$ cat src/rtl/bmp_body_writer_pkg.sv
// Shared types and constants for the BMP output stages (header and body).
// Package name bmp_pkg is imported by both stages so the row padding rule
// is computed in exactly one place.
package bmp_pkg;

    // Body writer control states.
    typedef enum logic [3:0] {
        S_IDLE,
        S_FETCH,
        S_CAPT,
        S_WR_B,
        S_WR_G,
        S_WR_R,
        S_PAD,
        S_ROW_END,
        S_DONE
    } bmp_state_t;

    localparam int BMP_HDR_BYTES = 54;
    localparam int BMP_ROW_ALIGN = 4;

    // Zero bytes needed to bring a row of w 24-bit pixels up to a 4-byte
    // boundary. Since 3w + (w & 3) is always a multiple of 4, the pad is
    // simply the low two bits of the pixel count.
    function automatic logic [1:0] bmp_pad(input logic [10:0] w);
        logic [10:0] mask;
        mask = 11'(BMP_ROW_ALIGN - 1);
        return 2'(w & mask);
    endfunction

endpackage

$ cat src/rtl/bmp_body_writer_byte_wr.sv
// bmp_byte_wr: stall-aware single-byte write port into the BMP output memory.
// Owns the output byte address counter and the addr/wren/wrdata outputs.
// Optional macro BMP_BODY_BYTE_COUNT_EN adds a running count of accepted
// writes on byte_count.
module bmp_byte_wr
    import bmp_pkg::*;
#(
    parameter int HDR_BYTES = BMP_HDR_BYTES
) (
    input  logic        clk,
    input  logic        rst_n,
    input  logic        load,
    input  logic        wr_req,
    input  logic [7:0]  wr_byte,
    input  logic        wr_wait,
    output logic        accept,
    output logic [23:0] addr,
    output logic        wren,
    output logic [15:0] wrdata
`ifdef BMP_BODY_BYTE_COUNT_EN
    ,
    output logic [23:0] byte_count
`endif
);

    // The requesting FSM holds its state while stalled, so the write
    // strobe and byte are stable for as long as wr_wait stays high.
    assign wren   = wr_req;
    assign wrdata = {8'h00, wr_byte};
    assign accept = wr_req && !wr_wait;

    // Address counter: restarts at the first pixel-array byte on each job,
    // steps once per accepted byte, and wraps modulo 2^24.
    always_ff @(posedge clk) begin
        if (!rst_n) begin
            addr <= 24'd0;
        end else if (load) begin
            addr <= 24'(HDR_BYTES);
        end else if (accept) begin
            addr <= addr + 24'd1;
        end
    end

`ifdef BMP_BODY_BYTE_COUNT_EN
    // Count of accepted bytes in the current job, pad bytes included.
    always_ff @(posedge clk) begin
        if (!rst_n) begin
            byte_count <= 24'd0;
        end else if (load) begin
            byte_count <= 24'd0;
        end else if (accept) begin
            byte_count <= byte_count + 24'd1;
        end
    end
`endif

endmodule

$ cat src/rtl/bmp_body_writer.sv
// bmp_body_writer: copies a crop window of the RGB frame buffer into the BMP
// pixel array, bottom row first, BGR byte order, rows zero-padded to 4 bytes.
// One pixel is fetched, captured and written as three bytes before the next
// fetch; there is no overlap between pixels.
// Optional macro BMP_BODY_BYTE_COUNT_EN exposes byte_count from the write port.
module bmp_body_writer
    import bmp_pkg::*;
#(
    parameter int WIDTH     = 320,
    parameter int HEIGHT    = 240,
    parameter int HDR_BYTES = BMP_HDR_BYTES,
    parameter int FB_AW     = 17
) (
    input  logic             clk,
    input  logic             rst_n,
    input  logic             start,
    output logic             done,
    output logic             err,
    input  logic [10:0]      xMin,
    input  logic [10:0]      xMax,
    input  logic [10:0]      yMin,
    input  logic [10:0]      yMax,
    output logic             fb_rd_en,
    output logic [FB_AW-1:0] fb_addr,
    input  logic [23:0]      fb_rdata,
    output logic [23:0]      addr,
    output logic             wren,
    output logic [15:0]      wrdata,
    input  logic             wr_wait
`ifdef BMP_BODY_BYTE_COUNT_EN
    ,
    output logic [23:0]      byte_count
`endif
);

    localparam logic [11:0] WIDTH_L  = 12'(WIDTH);
    localparam logic [11:0] HEIGHT_L = 12'(HEIGHT);

    bmp_state_t  state;
    bmp_state_t  state_nxt;

    logic [10:0] x_min;
    logic [10:0] x_max;
    logic [10:0] y_min;
    logic [10:0] x_cnt;
    logic [10:0] y_cnt;
    logic [1:0]  pad_cnt;
    logic [23:0] pix_p1;

    logic        start_ok;
    logic        win_bad;
    logic [10:0] w;
    logic [1:0]  pad;
    logic        last_pix;
    logic        last_row;
    logic        accept;
    logic        wr_req;
    logic [7:0]  wr_byte;

    // A start is only honoured when no job is in flight.
    assign start_ok = start && ((state == S_IDLE) || (state == S_DONE));

    // Window checked on the live inputs at start, before it is latched.
    assign win_bad = (xMin > xMax) || (yMin > yMax) ||
                     ({1'b0, xMax} >= WIDTH_L) || ({1'b0, yMax} >= HEIGHT_L);

    assign w        = x_max - x_min + 11'd1;
    assign pad      = bmp_pad(w);
    assign last_pix = (x_cnt == x_max);
    assign last_row = (y_cnt == y_min);

    // Frame buffer address is only driven during the fetch cycle.
    assign fb_addr = fb_rd_en ? (FB_AW'(y_cnt) * FB_AW'(WIDTH) + FB_AW'(x_cnt))
                              : '0;

    // State register.
    always_ff @(posedge clk) begin
        if (!rst_n) begin
            state <= S_IDLE;
        end else begin
            state <= state_nxt;
        end
    end

    // Next-state logic. The final write of the last row goes straight to
    // DONE so done rises the cycle after that write is accepted.
    always_comb begin
        state_nxt = state;
        case (state)
            S_IDLE, S_DONE: begin
                if (start) begin
                    state_nxt = win_bad ? S_DONE : S_FETCH;
                end
            end
            S_FETCH:   state_nxt = S_CAPT;
            S_CAPT:    state_nxt = S_WR_B;
            S_WR_B:    if (accept) state_nxt = S_WR_G;
            S_WR_G:    if (accept) state_nxt = S_WR_R;
            S_WR_R: begin
                if (accept) begin
                    if (!last_pix) begin
                        state_nxt = S_FETCH;
                    end else if (pad != 2'd0) begin
                        state_nxt = S_PAD;
                    end else begin
                        state_nxt = last_row ? S_DONE : S_ROW_END;
                    end
                end
            end
            S_PAD: begin
                if (accept && (pad_cnt == 2'd1)) begin
                    state_nxt = last_row ? S_DONE : S_ROW_END;
                end
            end
            S_ROW_END: state_nxt = last_row ? S_DONE : S_FETCH;
            default:   state_nxt = S_IDLE;
        endcase
    end

    // Output decode: read strobe, write request with its byte, and done.
    always_comb begin
        fb_rd_en = 1'b0;
        wr_req   = 1'b0;
        wr_byte  = 8'h00;
        done     = 1'b0;
        case (state)
            S_FETCH: fb_rd_en = 1'b1;
            S_WR_B: begin
                wr_req  = 1'b1;
                wr_byte = pix_p1[7:0];
            end
            S_WR_G: begin
                wr_req  = 1'b1;
                wr_byte = pix_p1[15:8];
            end
            S_WR_R: begin
                wr_req  = 1'b1;
                wr_byte = pix_p1[23:16];
            end
            S_PAD:  wr_req = 1'b1;
            S_DONE: done   = 1'b1;
            default: ;
        endcase
    end

    // Job control: error flag, pixel position and remaining pad bytes.
    always_ff @(posedge clk) begin
        if (!rst_n) begin
            err     <= 1'b0;
            x_cnt   <= 11'd0;
            y_cnt   <= 11'd0;
            pad_cnt <= 2'd0;
        end else begin
            if (start_ok) begin
                err   <= win_bad;
                x_cnt <= xMin;
                y_cnt <= yMax;
            end else if ((state == S_WR_R) && accept && !last_pix) begin
                x_cnt <= x_cnt + 11'd1;
            end else if ((state == S_ROW_END) && !last_row) begin
                x_cnt <= x_min;
                y_cnt <= y_cnt - 11'd1;
            end
            if ((state == S_WR_R) && accept) begin
                pad_cnt <= pad;
            end else if ((state == S_PAD) && accept) begin
                pad_cnt <= pad_cnt - 2'd1;
            end
        end
    end

    // Window bounds held for the whole job.
    always_ff @(posedge clk) begin
        if (start_ok) begin
            x_min <= xMin;
            x_max <= xMax;
            y_min <= yMin;
        end
    end

    // Pixel capture: read data arrives the cycle after the fetch strobe.
    always_ff @(posedge clk) begin
        if (state == S_CAPT) begin
            pix_p1 <= fb_rdata;
        end
    end

    bmp_byte_wr #(
        .HDR_BYTES (HDR_BYTES)
    ) u_byte_wr (
        .clk        (clk),
        .rst_n      (rst_n),
        .load       (start_ok),
        .wr_req     (wr_req),
        .wr_byte    (wr_byte),
        .wr_wait    (wr_wait),
        .accept     (accept),
        .addr       (addr),
        .wren       (wren),
        .wrdata     (wrdata)
`ifdef BMP_BODY_BYTE_COUNT_EN
        ,
        .byte_count (byte_count)
`endif
    );

endmodule

$ cat config.mk
export PLATFORM = sky130hd
export DESIGN_NAME = bmp_body_writer
export DESIGN_NICKNAME = d
export VERILOG_FILES = /design/src/rtl/bmp_body_writer_pkg.sv /design/src/rtl/bmp_body_writer_byte_wr.sv /design/src/rtl/bmp_body_writer.sv
export SDC_FILE = /design/constraint.sdc
export NUM_CORES = 1
export LEC_CHECK = 0
export CORE_UTILIZATION = 55
export CTS_CLUSTER_SIZE = 20
export DETAILED_ROUTE_END_ITERATION = 10
export PLACE_DENSITY = 0.94
export REMOVE_ABC_BUFFERS = 1
export SLEW_MARGIN = 40
export SYNTH_ARGS = -nofsm -noshare
export SYNTH_HDL_FRONTEND = slang
export SYNTH_SLANG_ARGS = --single-unit
$ cat constraint.sdc
create_clock -name clk -period 8.5 [get_ports clk]
set_input_delay 1.275 -clock clk [delete_from_list [all_inputs] [get_ports clk]]
set_output_delay 1.275 -clock clk [all_outputs]
set_load 0.005 [all_outputs]
==> results of run 1 <==
state kept, by name, indices dropped and copies added (netlist names):
| register | flops |
|---|---|
| pad_cnt | 2 |
| pix_p1 | 24 |
| x_cnt | 11 |
| x_max | 11 |
| x_min | 11 |
| u_byte_wr.addr | 24 |
| err | 1 |
| state | 4 |
| y_cnt | 11 |
| y_min | 11 |
layer usage:
| layer | track usage, % | share of wire, % | up-vias |
|---|---|---|---|
| met2 | 45.88 | 48 | 279 |
| met3 | 5.400 | 8.1 | 39 |
| li1 | - | - | 2762 |
| met1 | 36.22 | 41 | 2692 |
| met4 | 11.02 | 2.6 | 0 |
| met5 | 0 | 0 | - |
power by group through the flow:
stage               logic (mW)  clock network [mW]  registers, mW
finish                   0.185               0.407          0.602
CTS                      0.184               0.410          0.601
floorplan                0.108                   0          0.606
global placement         0.174                   0          0.611
detailed placement       0.181                   0          0.613
global route             0.205               0.433          0.605
tightest hold or removal path, cell delays in order (launching register included):
cell	delay, ns
dfxtp_1	0.31
nor2_1	0.09
a311oi_1	0.05
worst paths after layout:
check | depth (start not counted) | endpoint | slack [ns]
hold / removal | 2 | pad_cnt[1]$_SDFFE_PN0P_ | 0.50
setup / recovery | 10 | fb_addr[15] | 3.48
hold reg to reg | 2 | pad_cnt[1]$_SDFFE_PN0P_ | 0.50
setup reg to reg | 6 | state[1]$_SDFFE_PN0P_ | 5.84
synthesized netlist by cell type, types with 3 or more instances:
master,number
and4_1,5
o211ai_1,9
nand4_1,12
o31ai_1,6
or3_1,8
xnor2_1,40
nor4_1,6
and2_1,10
buf_4,10
a21oi_1,40
and3_1,6
nand3_1,22
a211oi_1,10
buf_2,12
a222oi_1,9
a21o_1,6
ha_1,47
inv_1,48
nor2_1,58
a31oi_1,8
nor3b_1,3
o21ai_0,37
a211o_1,5
mux2i_1,3
edfxtp_1,57
a21boi_0,5
o311ai_0,3
nor2b_1,3
dfxtp_1,53
a311oi_1,4
nand3b_1,3
o221ai_1,4
nand2_1,35
clkbuf_1,13
nand2b_1,6
xor2_1,25
nor3_1,20
kinds of logic after synthesis:
kind of cell,after synthesis
AO/OA/AOI/OAI,164
XOR/XNOR,65
adder cells (fa/ha/maj),49
buffers and inverters,83
flip-flops,110
multiplexers,5
other,1
AND/OR/NAND/NOR,215
layout make-up:
class / count / area (um2)
timing repair buffer: 131 / 1284
tap: 143 / 178.9
inverter: 48 / 180.2
clock inverter: 4 / 28.78
multi-input combinational: 506 / 3586
sequential: 110 / 2773
fill: 817 / 3327
clock buffer: 12 / 256.5
==> results.cfg, run 1 <==
[drt]
route.detailed.drc = 3
drtIter0Drc = 578
vias = 5772
drt-wirelength-per-cell_um = 17.69
routed_via_density = 6.050
ant_nets = 0
routed_wl_mm = 16.88
drtPass1Iterations = 8

[placement]
gp_congestion = 0.8918
pre_cts_slack_ns = 3.856
dpl-instance-area_um2 = 8006
placement.io_buffers = 124
place_inst = 938
dp_hpwl_mm = 12.34

[floorplan]
fp.coreArea_um2 = 11610
die_h_um = 112.2
placementRows = 39
ios = 133
dieWidth_um = 112.2
initial_core_util_pct = 57.53
die-area_um2 = 12590

[worst_setup_path]
cp-end-kind = output pin
r2r_start = x_cnt[8]$_SDFFE_PN0P_
cp_top_family = adder cells
crit_chain = ha_1 -> ha_1 -> fa_1 -> a211oi_1 -> o21bai_1 -> xnor2_1 -> nand2_1 -> or4_1 -> a21oi_1 -> clkdlybuf4s50_1
critPathMaxStageDelay_ns = 0.51
crit_top_cell = ha_1
crit_buf_inv = 1
start_kind = flop
cp_max_fo = 7
critPathSlowestCell = clkdlybuf4s50_1
crit_required_ns = 7.22
cp-startpoint = y_cnt[1]$_SDFFE_PN0P_
arrival_ns = 3.75
path_class = flop to output pin

[synthesis]
synth-seq-cells = 110
async_flop_share_pct = 0
synth_compound_area_share_pct = 16.93
synth_area_um2 = 6681
syn_area_per_cell_um2 = 9.655
ys_seq_area_share_pct = 41.50
yosys_warnings = 0
dominantRegCellSynth = edfxtp_1
synth.distinct_cells = 69
synthAdderAreaFrac_pct = 9.401
synth_xor_xnor_area_share_pct = 8.521
synth_largest_area_cell = edfxtp_1
synth_edf_count = 57
synth_top_area_share_pct = 25.62
synth_top_family_by_area = simple AND/OR/NAND/NOR gates
synth_simple_gate_area_share_pct = 17.36
synthCells = 692
ys_top_cells_by_area = edfxtp_1 (26%), dfxtp_1 (16%), ha_1 (8.8%), xnor2_1 (5.2%), xor2_1 (3.3%)
synth_mux_area_share_pct = 0.7865

[sta]
maxSlewViolCount = 0
fin_hold_ws_ns = 0.4998
setup_viol_count_final = 0
finalCriticalPeriod_ns = 5.023
final.period_utilization_pct = 59.09
setup_slack_ns = 3.477
fin_setup_tns_ns = 0
worst_pin_slew_ns = 0.7245
max_freq_mhz = 199.1
max-slew-margin-rel_pct = 51.26
rsz0062_at_grt = no
final_hold_viol_count = 0
skew_ns = 0.008083

[clock_tree]
cts-root-buf = clkbuf_16
htreeDepth = 3
hold_buffers = 0
cts_tree = built
clkLatencyLatePin_ns = 0.35
post_cts_buffers = 0
cts_buffers = 9
cts.path.max_buffers = 2
post_cts_resized = 0
clk_pin_slew_ns = 0.07
cts.sink_count = 110

[grt]
grt_pass1_vias = 5648
overflow = 0
grt_max_degree = 47
grt_pass1_wl_mm = 27.79
antenna_found_initial = 0
grt_util_all_layers_pct = 27.84

[final_layout]
final-instance-count-excl-fill = 954
final_common_cell = clkdlybuf4s50_1
drive_gt1_share_pct = 5.179
fin_nets = 927
antenna_cells = 0
finalCoreUtilization_pct = 71.35
layout_common_cells = clkdlybuf4s50_1 (123), nor2_1 (58), edfxtp_1 (57)
postLayoutCellArea_um2 = 8287
syn_to_final_growth_pct = 24.03

[run]
cap_violations = 0

[status]
status = finished with violations
violations = design-rule violations

[power]
ir_drop_v = 0.0001170
p_int_mw = 0.8846
seq_power_share_pct = 50.4
combPwrFrac_pct = 15.5
switching_share_pct = 25.92
clock_power_share_pct = 34.1
p_per_area_nw_per_um2 = 144.1
switching_power_mw = 0.3095
power.total_mw = 1.194
p_leak_nw = 3.175

[hold_path]
hold_path_class = flop to flop
min_from = pad_cnt[1]$_SDFFE_PN0P_
No activity file was read; power rests on OpenSTA's default activity.
==> run 2: changes to the inputs <==
--- a/config.mk
+++ b/config.mk
@@ -5,10 +5,10 @@
 export SDC_FILE = /design/constraint.sdc
 export NUM_CORES = 1
 export LEC_CHECK = 0
-export CORE_UTILIZATION = 55
+export CORE_UTILIZATION = 47
 export CTS_CLUSTER_SIZE = 20
 export DETAILED_ROUTE_END_ITERATION = 10
-export PLACE_DENSITY = 0.94
+export PLACE_DENSITY = 0.87
 export REMOVE_ABC_BUFFERS = 1
 export SLEW_MARGIN = 40
 export SYNTH_ARGS = -nofsm -noshare
==> constraint.sdc (replaced) <==
create_clock -name clk -period 4.49 [get_ports clk]
set_input_delay 0.6735 -clock clk [delete_from_list [all_inputs] [get_ports clk]]
set_output_delay 0.6735 -clock clk [all_outputs]
set_load 0.005 [all_outputs]
==> results.cfg, run 2 (synthesis gave the netlist of run 1 again) <==
[placement]
dp_hpwl_mm = 12.13
placement.io_buffers = 124
gp_congestion = 0.9052

[hold_path]
hold_end = pad_cnt[1]$_SDFFE_PN0P_
hold_path_class = flop to flop
min_from = pad_cnt[1]$_SDFFE_PN0P_
worstHoldPathCells = 2

[status]
status = finished clean

[grt]
grt_util_all_layers_pct = 23.15
grt_max_degree = 38
antenna_found_initial = 0
overflow = 0
grt_pass1_wl_mm = 26.14
grt_pass1_vias = 5273

[final_layout]
layout_common_cells = clkdlybuf4s50_1 (124), nor2_1 (58), edfxtp_1 (57)
regArea_um2 = 2776
fin_nets = 930
final_common_cell = clkdlybuf4s50_1
multi_input_area_um2 = 3581
antenna_cells = 0
syn_to_final_growth_pct = 25.37
largestRegisters = pix_p1: 24 flops, u_byte_wr.addr: 24 flops
drive_gt1_share_pct = 5.774
fillerInstances = 1150

[clock_tree]
clk_pin_slew_ns = 0.07
cts-root-buf = clkbuf_16
clkLatencyLatePin_ns = 0.35
cts.sink_count = 110
cts.path.max_buffers = 2
cts_buffers = 9
htreeDepth = 3
post_cts_buffers = 0
cts_tree = built

[power]
ir_drop_v = 0.0002590
p_leak_nw = 3.175
p_per_area_nw_per_um2 = 274.0

[worst_setup_path]
cp_max_fo = 7
r2r_slack_ns = 1.81
start_kind = flop
r2r_end = x_cnt[6]$_SDFFE_PN0P_
critPathMaxStageDelay_ns = 0.51
crit_chain = ha_1 -> ha_1 -> fa_1 -> a211oi_2 -> o21bai_1 -> xnor2_1 -> nand2_1 -> or4_1 -> a21oi_1 -> clkdlybuf4s50_1
path_class = flop to output pin
crit_required_ns = 3.82
r2r_start = state[0]$_SDFFE_PN0P_
reg2regPathDepth = 6
crit_top_cell = ha_1
critPathSlowestCell = clkdlybuf4s50_1
arrival_ns = 3.57
cp-end-kind = output pin

[floorplan]
initial_core_util_pct = 48.13
die_h_um = 121.2
dieWidth_um = 121.2
ios = 133
fp.coreArea_um2 = 13880
die-area_um2 = 14700
placementRows = 43

[sta]
final_hold_viol_count = 0
maxSlewViolCount = 0
final.period_utilization_pct = 94.59
skew_ns = 0.007850
worst_pin_slew_ns = 0.7513
fin_hold_ws_ns = 0.5200
max-slew-margin-rel_pct = 49.53
max_freq_mhz = 235.5
finalCriticalPeriod_ns = 4.247
rsz0062_at_grt = no
fin_setup_tns_ns = 0
setup_viol_count_final = 0

[drt]
drtIter0Drc = 604
route.detailed.drc = 0
routed_wl_mm = 16.60
drt-wirelength-per-cell_um = 16.70
routed_via_density = 5.754
ant_nets = 0
drtPass1Iterations = 5
vias = 5719

[run]
cap_violations = 0
[run 2: how the worst max path moves through the flow]
stage                               start           to  slack (ns)  cells after the start
floorplan           y_cnt[1]$_SDFFE_PN0P_  fb_addr[15]        1.12                      9
global placement    y_cnt[1]$_SDFFE_PN0P_  fb_addr[15]        0.51                     10
detailed placement  y_cnt[1]$_SDFFE_PN0P_  fb_addr[15]        0.43                     10
CTS                 y_cnt[1]$_SDFFE_PN0P_  fb_addr[15]        0.03                     10
global route        y_cnt[5]$_SDFFE_PN0P_  fb_addr[16]        0.06                      9
finish              y_cnt[1]$_SDFFE_PN0P_  fb_addr[15]        0.24                     10
[run 2: report_power, final]
part / internal (mW) / total (mW) / switching (mW) / leakage [nW]
Combinational: 0.172 / 0.352 / 0.180 / 2.06
Sequential: 1.09 / 1.14 / 0.0450 / 0.974
Clock: 0.434 / 0.804 / 0.371 / 0.138
Total: 1.70 / 2.29 / 0.596 / 3.18
[run 2: metal layers]
layer / GRT usage [%] / part of all wire, % / up-vias
met3: 5.216 / 7.1 / 41
li1: - / - / 2752
met5: 0 / 0 / -
met2: 36.00 / 47 / 239
met1: 30.59 / 42 / 2687
met4: 10.65 / 3.5 / 0
[run 2: repair_timing]
action                     CTS  global route
resized for setup            0             5
setup endpoints to repair    0             2
hold buffers                 0             0
[run 2: worst max-delay path, delay by kind of cell (launching register included)]
| kind | cells | cell delay (ns) |
|---|---|---|
| adder cells (fa/ha/maj) | 3 | 0.95 |
| AO/OA/AOI/OAI | 3 | 0.58 |
| AND/OR/NAND/NOR | 2 | 0.60 |
| flip-flops | 1 | 0.37 |
| buffers and inverters | 1 | 0.51 |
| XOR/XNOR | 1 | 0.20 |
[run 2: layout make-up]
class                      count  area share, %
clock buffer                   9          2.689
clock inverter                 7         0.8962
inverter                      48          2.151
multi-input combinational    506          42.75
sequential                   110          33.14
tap                          180          2.689
timing repair buffer         134          15.68
[run 2: stage by stage]
step | setup WS (ns) | util (%) | std cells | instance area (um2) | power [mW]
detailed placement | 0.4346 | 58.12 | 978 | 8068 | 1.503
global route | 0.06424 | 60.35 | 994 | 8377 | 2.391
floorplan | 1.119 | - | 664 | 6524 | 1.352
CTS | 0.02536 | 60.28 | 994 | 8368 | 2.307
finish | 0.2429 | 60.35 | 994 | 8377 | 2.295
global placement | 0.5051 | 58.09 | 977 | 8063 | 1.494
==> run 3: changes to the inputs <==
--- a/config.mk
+++ b/config.mk
@@ -5,6 +5,7 @@
 export SDC_FILE = /design/constraint.sdc
 export NUM_CORES = 1
 export LEC_CHECK = 0
+export CAP_MARGIN = 20
 export CORE_UTILIZATION = 47
 export CTS_CLUSTER_SIZE = 20
 export DETAILED_ROUTE_END_ITERATION = 10
==> results of run 3 <==
No change in the layout: final DEF, timing and power equal those of run 2.
